===== src/rtl/fft_buf_scheduler.sv =====
// Frame-synchronous capture scheduler and bank selector for the double-buffered
// FFT magnitude display path; banks swap only on a vsync rising edge.
module fft_buf_scheduler #(
   parameter int unsigned FRAME_DIV = 2,
   parameter int unsigned TIMEOUT   = 1_000_000
) (
   input  logic pclk,
   input  logic rst_n,
   input  logic enable,
   input  logic i_vs,
   input  logic cap_done,
   input  logic clr_err,
   output logic cap_start,
   output logic wr_bank,
   output logic rd_bank,
   output logic swap,
   output logic busy,
   output logic timeout_err
);

   typedef enum logic [1:0] {
      IDLE       = 2'd0,
      WAIT_FRAME = 2'd1,
      CAPTURE    = 2'd2,
      PEND_SWAP  = 2'd3
   } state_t;

   localparam logic [7:0]  FRAME_LAST = 8'(FRAME_DIV - 1);
   localparam logic [23:0] TO_LAST    = 24'(TIMEOUT - 1);

   state_t      state_q;
   logic        vs_q;
   logic        vs_dly_q;
   logic [7:0]  frame_cnt_q;
   logic [23:0] to_cnt_q;
   logic        cap_start_q;
   logic        swap_q;
   logic        busy_q;
   logic        err_q;
   logic        wr_bank_q;
   logic        rd_bank_q;
   logic        vs_rise;

   // Both sample stages reset high so a vsync already high at release is not an edge.
   assign vs_rise = vs_q & ~vs_dly_q;

   // Scheduler FSM with all outputs registered alongside the state.
   always_ff @(posedge pclk) begin
      if (!rst_n) begin
         state_q     <= IDLE;
         vs_q        <= 1'b1;
         vs_dly_q    <= 1'b1;
         frame_cnt_q <= 8'd0;
         to_cnt_q    <= 24'd0;
         cap_start_q <= 1'b0;
         swap_q      <= 1'b0;
         busy_q      <= 1'b0;
         err_q       <= 1'b0;
         wr_bank_q   <= 1'b0;
         rd_bank_q   <= 1'b1;
      end else begin
         vs_q        <= i_vs;
         vs_dly_q    <= vs_q;
         cap_start_q <= 1'b0;
         swap_q      <= 1'b0;
         busy_q      <= (state_q == CAPTURE) || (state_q == PEND_SWAP);
         // A timeout set further down overrides this clear.
         if (clr_err) begin
            err_q <= 1'b0;
         end else begin
            err_q <= err_q;
         end

         if (!enable) begin
            state_q <= IDLE;
         end else begin
            case (state_q)
               IDLE: begin
                  state_q     <= WAIT_FRAME;
                  frame_cnt_q <= 8'd0;
               end
               WAIT_FRAME: begin
                  if (vs_rise) begin
                     if (frame_cnt_q == FRAME_LAST) begin
                        cap_start_q <= 1'b1;
                        frame_cnt_q <= 8'd0;
                        to_cnt_q    <= 24'd0;
                        state_q     <= CAPTURE;
                     end else begin
                        frame_cnt_q <= frame_cnt_q + 8'd1;
                     end
                  end else begin
                     state_q <= WAIT_FRAME;
                  end
               end
               CAPTURE: begin
                  to_cnt_q <= to_cnt_q + 24'd1;
                  if (cap_done) begin
                     state_q <= PEND_SWAP;
                  end else if (to_cnt_q == TO_LAST) begin
                     err_q       <= 1'b1;
                     frame_cnt_q <= 8'd0;
                     state_q     <= WAIT_FRAME;
                  end else begin
                     state_q <= CAPTURE;
                  end
               end
               PEND_SWAP: begin
                  if (vs_rise) begin
                     wr_bank_q   <= ~wr_bank_q;
                     rd_bank_q   <= ~rd_bank_q;
                     swap_q      <= 1'b1;
                     frame_cnt_q <= 8'd0;
                     state_q     <= WAIT_FRAME;
                  end else begin
                     state_q <= PEND_SWAP;
                  end
               end
               default: begin
                  state_q <= IDLE;
               end
            endcase
         end
      end
   end

   assign cap_start   = cap_start_q;
   assign swap        = swap_q;
   assign busy        = busy_q;
   assign timeout_err = err_q;
   assign wr_bank     = wr_bank_q;
   assign rd_bank     = rd_bank_q;

endmodule

===== config.mk =====
export PLATFORM = sky130hd
export DESIGN_NAME = fft_buf_scheduler
export DESIGN_NICKNAME = d
export VERILOG_FILES = /design/src/rtl/fft_buf_scheduler.sv
export SDC_FILE = /design/constraint.sdc
export NUM_CORES = 1
export LEC_CHECK = 0
export CAP_MARGIN = 40
export CORE_UTILIZATION = 50
export CTS_CLUSTER_DIAMETER = 60
export CTS_CLUSTER_SIZE = 12
export DETAILED_ROUTE_END_ITERATION = 10
export GPL_ROUTABILITY_DRIVEN = 1
export GPL_TIMING_DRIVEN = 0
export PLACE_DENSITY_LB_ADDON = 0.15
export SLEW_MARGIN = 20
export SYNTH_ARGS = -nofsm -noshare
export SYNTH_HDL_FRONTEND = slang
export SYNTH_SLANG_ARGS = --single-unit
export TNS_END_PERCENT = 5

===== constraint.sdc =====
create_clock -name pclk -period 5.1 [get_ports pclk]
set_input_delay 1.02 -clock pclk [delete_from_list [all_inputs] [get_ports pclk]]
set_output_delay 1.02 -clock pclk [all_outputs]
set_load 0.005 [all_outputs]

# ---- Yosys cells after proc, flatten, opt, wreduce, memory -nomap -nowiden
# Cells that the tools add are included.
# W data, S select, Z words.
dict set report word_totals {
  reg_bits 42
  out_inout_bits 6
  word_cells 59
}
dict set report classes {
  n_addsub 2
  eq_ne 11
  muxes 22
  n_bitwise 4
  reduce_logical 9
}
# cell count
set ops {}
lappend ops {{$mux W24} 2}
lappend ops {{$pmux W24 S2} 1}
lappend ops {{$mux W8} 5}
lappend ops {{$pmux W8 S4} 1}
lappend ops {{$add A24 B1 Y24 const B} 1}
lappend ops {{$eq A24 B20 Y1 const B} 1}
lappend ops {{$mux W2} 5}
lappend ops {{$add A8 B1 Y8 const B} 1}
lappend ops {{$eq A8 B1 Y1 const B} 1}
lappend ops {{$ne A2 B2 Y1 const B} 4}
lappend ops {{$pmux W2 S4} 1}
lappend ops {{$reduce_and A4 Y1} 2}
lappend ops {{$mux W1} 7}
lappend ops {{$reduce_and A3 Y1} 2}
lappend ops {{$reduce_and A5 Y1} 1}
lappend ops {{$eq A2 B2 Y1 const B} 2}
lappend ops {{$ne A3 B3 Y1 const B} 1}
lappend ops {{$not A1 Y1} 3}
lappend ops {{$eq A2 B1 Y1 const B} 1}
lappend ops {{$logic_not A2 Y1} 1}
lappend ops {{$ne A2 B1 Y1 const B} 1}
lappend ops {{$reduce_and A2 Y1} 1}
lappend ops {{$reduce_bool A2 Y1} 1}
lappend ops {{$and A1 B1 Y1} 1}
lappend ops {{$logic_or A1 B1 Y1} 1}

# ---- Logic depth before layout (Yosys ltp)
dict set report depth {
  word_depth 5
  mapped_depth 8
  mapped_depth_nobuf 7
}

# ---- Least setup slack after synthesis
# No wires, ideal clock.
dict set report synth_path {
  path_type {register to register}
  from {register to_cnt_q[13]}
  to {register frame_cnt_q[0]}
  arrival_time_ns 2.028
  required_ns 4.984
  slack_ns 2.957
  stages_incl_launch_ff 6
  synth_period_minus_slack_ns 2.143
  cell_sequence {dfxtp_1 > or4b_1 > or4_4 > o31a_1 > or2_1 > a31o_1}
}
dict set report synth_between {
  elab_chain_len 3
}
# item line
set synth_lines {}
lappend synth_lines {{start, declared} 35} ;# logic [23:0] to_cnt_q;
lappend synth_lines {{start signal, assigned} 97} ;# to_cnt_q <= to_cnt_q + 24'd1;
lappend synth_lines {{$eq A24 B20 Y1} 100} ;# end else if (to_cnt_q == TO_LAST) begin
lappend synth_lines {{$ne A2 B1 Y1 (no line)} --}
lappend synth_lines {{$reduce_and A5 Y1 (no line)} --}
lappend synth_lines {{end signal, assigned} 90} ;# frame_cnt_q <= frame_cnt_q + 8'd1;
lappend synth_lines {{end, declared} 34} ;# logic [7:0] frame_cnt_q;
# Every way passes these cells.
# A chain may end at the register's enable or synchronous reset.

# ---- Worst setup path after layout
dict set report layout_path {
  from {input enable}
  to {register to_cnt_q[15]}
}
dict set report layout_between {
  elab_chain_len 1
}
# item line
set layout_lines {}
lappend layout_lines {{start, declared} 9} ;# input logic enable,
lappend layout_lines {{$reduce_and A4 Y1 (no line)} --}
# Every way passes these cells.

==> out/results.ini <==
[finish]
final_common_cell = dfxtp_1
antennaDiodeCount = 0
top_register = to_cnt_q
fin_area_mm2 = 0.00235
largestRegisters = to_cnt_q (24), frame_cnt_q (8), state_q (2)
fin_nets = 270
drive_above_1_share = 0.0725
regArea_um2 = 841
fillers = 351
final_cell_mix = 42 x dfxtp_1, 26 x nor2_1, 25 x nand2_1
fin_util = 0.620
area_growth_pct = 14.1
largest_reg_flops = 24
multiInputGateArea_mm2 = 0.00115

[sta]
slew_headroom = 0.659
worst_slew_pin_slew_ns = 0.499
max_freq_mhz = 371
slew_viol_final = 0
setup_viol = 0
rsz0062_at_grt = false
final.setup.tns_ns = 0
hold_viol = 0
hold_ws_ns = 0.489
fin_skew_ns = 0.00320
fin_crit_sh = 0.529
fin_crit_ns = 2.70

[global_routing]
grt_pass1_vias = 1577
grt_pass1_wl_mm = 7.45
grt_max_degree = 15
antenna_found_initial = 0
grt_overflow = 0
track_usage = 0.229

[worst_setup_path]
worstSetupPathType = input pin to flip-flop
path_cells = clkdlybuf4s50_1 -> nand4_1 -> clkbuf_1 -> a2111oi_1 -> xnor2_1 -> nor2_1
critPathMaxStageDelay_ns = 0.60
worstPathMaxFanout = 10
cp-end-kind = flip-flop
cp_slowest_cell = clkdlybuf4s50_1
cp_data_required_time_ns = 5.29
critPathArrivalTime_ns = 2.89
worst_setup_path_start_kind = input pin

[clocking]
ctsResizeCount = 0
cts.hold.buffers_added = 0
clkSlewWorstSetupHoldPaths_ns = 0.08
cts_made_buffers = 5
clock_sinks = 42
post-cts-setup-buffers = 0
htree_levels = 2
cts_tree = yes
root_buffer = clkbuf_8
cts_buffer_depth = 2
clk_latency_ns = 0.31

[synth]
synth_cell_types = 52
synth_edf_count = 0
synth_top_flop_cell = dfxtp_1
yosysWarnings = 0
yosysTopAreaCellShare = 0.408
yosys.area.top_type = dfxtp_1
synthTopCellsByArea = dfxtp_1 41%, xnor2_1 7.6%, nor2_1 4.7%
syn-num-nets = 251
ys_ff_latch = 42
netlist_area_mm2 = 0.00206
async_flop_share = 0
syn_area_per_cell_um2 = 8.52
synthCells = 242
yosysSeqAreaShare = 0.408

[route]
drt_iter0_drc = 124
wl_met3_um = 214
dr.max_layer_used = met4
wirelength_met1_mm = 2.21
wl_met2_mm = 1.71
vias = 1756
routed_wirelength_mm = 4.23
drcViolationCount = 0
drtAntennaViolNets = 0
routed_via_density = 5.66
first_pass_iters = 4
wire_per_inst_um = 13.6

[floorplanning]
start_util = 0.543
pin_count = 12
design.die.area_mm2 = 0.00439
fp-row-count = 22
die_h_um = 66.2
fp.coreArea_mm2 = 0.00380
die_x_um = 66.2

[placement]
place_hpwl_mm = 2.96
place_area_mm2 = 0.00223
gp_congestion = 0.896
numPortBuffers = 11

[hold_path]
hold_class = flip-flop to flip-flop

[outcome]
status = completed

[pwr]
power_density_mw_per_mm2 = 263
leakagePower_nw = 0.719
peakVddDrop_uv = 217

[job]
max-cap-violations = 0

routing by layer:
metal  up-vias  GRT usage
met5         -          0
met4         0      0.120
met3         8     0.0466
met2        47      0.339
met1       790      0.310
li1        911          -
synthesized netlist by cell type, types with 4 or more instances:
master and instances:
a21oi_1 12, a31oi_1 4, and2_1 4, clkbuf_1 5, dfxtp_1 42, inv_1 9, nand2_1 25, nand3_1 9
nand4_1 7, nor2_1 26, nor3_1 9, nor4_1 5, o21ai_0 7, or4_1 5, xnor2_1 18
cell families (layout without fill, tap and decap cells):
logic type                 Yosys count  after routing  share of synthesized area
xor gates and xnor gates            21             21                     0.0892
muxes                                1              1                    0.00485
AOI/OAI and AO/OA                   41             41                      0.131
buffers and inverters               16             36                     0.0328
adders and majority gates            3              3                     0.0182
DFF                                 42             42                      0.408
and+or+nand+nor                    118            118                      0.316
power breakdown:
group	total [mW]	internal [mW]	switching, mW
combinational	0.0200	0.00739	0.0126
sequential	0.330	0.329	0.00149
clock	0.269	0.146	0.123
per-stage QoR:
step	instances	setup slack, ns	power, mW
2_1_floorplan	242	2.96	0.348
3_3_place_gp	301	2.05	0.358
3_5_place_dp	301	2.06	0.358
4_1_cts	309	2.39	0.626
5_1_grt	310	2.19	0.642
6_report	310	2.40	0.619
cell type report:
| class | count | share of cell area |
|---|---|---|
| sequential | 42 | 0.357 |
| clock buffer | 5 | 0.0292 |
| buffer | 6 | 0.0128 |
| tap | 48 | 0.0255 |
| clock inverter | 3 | 0.0191 |
| inverter | 10 | 0.0159 |
| multi-input combinational | 184 | 0.490 |
| timing repair buffer | 12 | 0.0500 |
critical path, delay by kind of cell:
| family | cells | cell delay [ns] |
|---|---|---|
| xor+xnor | 1 | 0.17 |
| compound gates | 1 | 0.55 |
| buf+inv | 2 | 0.89 |
| simple gates | 2 | 0.24 |
path summary, 6_finish.rpt:
| path | from | endpoint | slack, ns | cells after the start |
|---|---|---|---|---|
| max reg2reg | frame_cnt_q[0] | to_cnt_q[15] | 2.70 | 7 |
| min reg2reg | timeout_err | timeout_err | 0.49 | 2 |
| max | enable | to_cnt_q[15] | 2.40 | 6 |
| min | timeout_err | timeout_err | 0.49 | 2 |
Note: power is estimated with default switching activity, not from simulation.
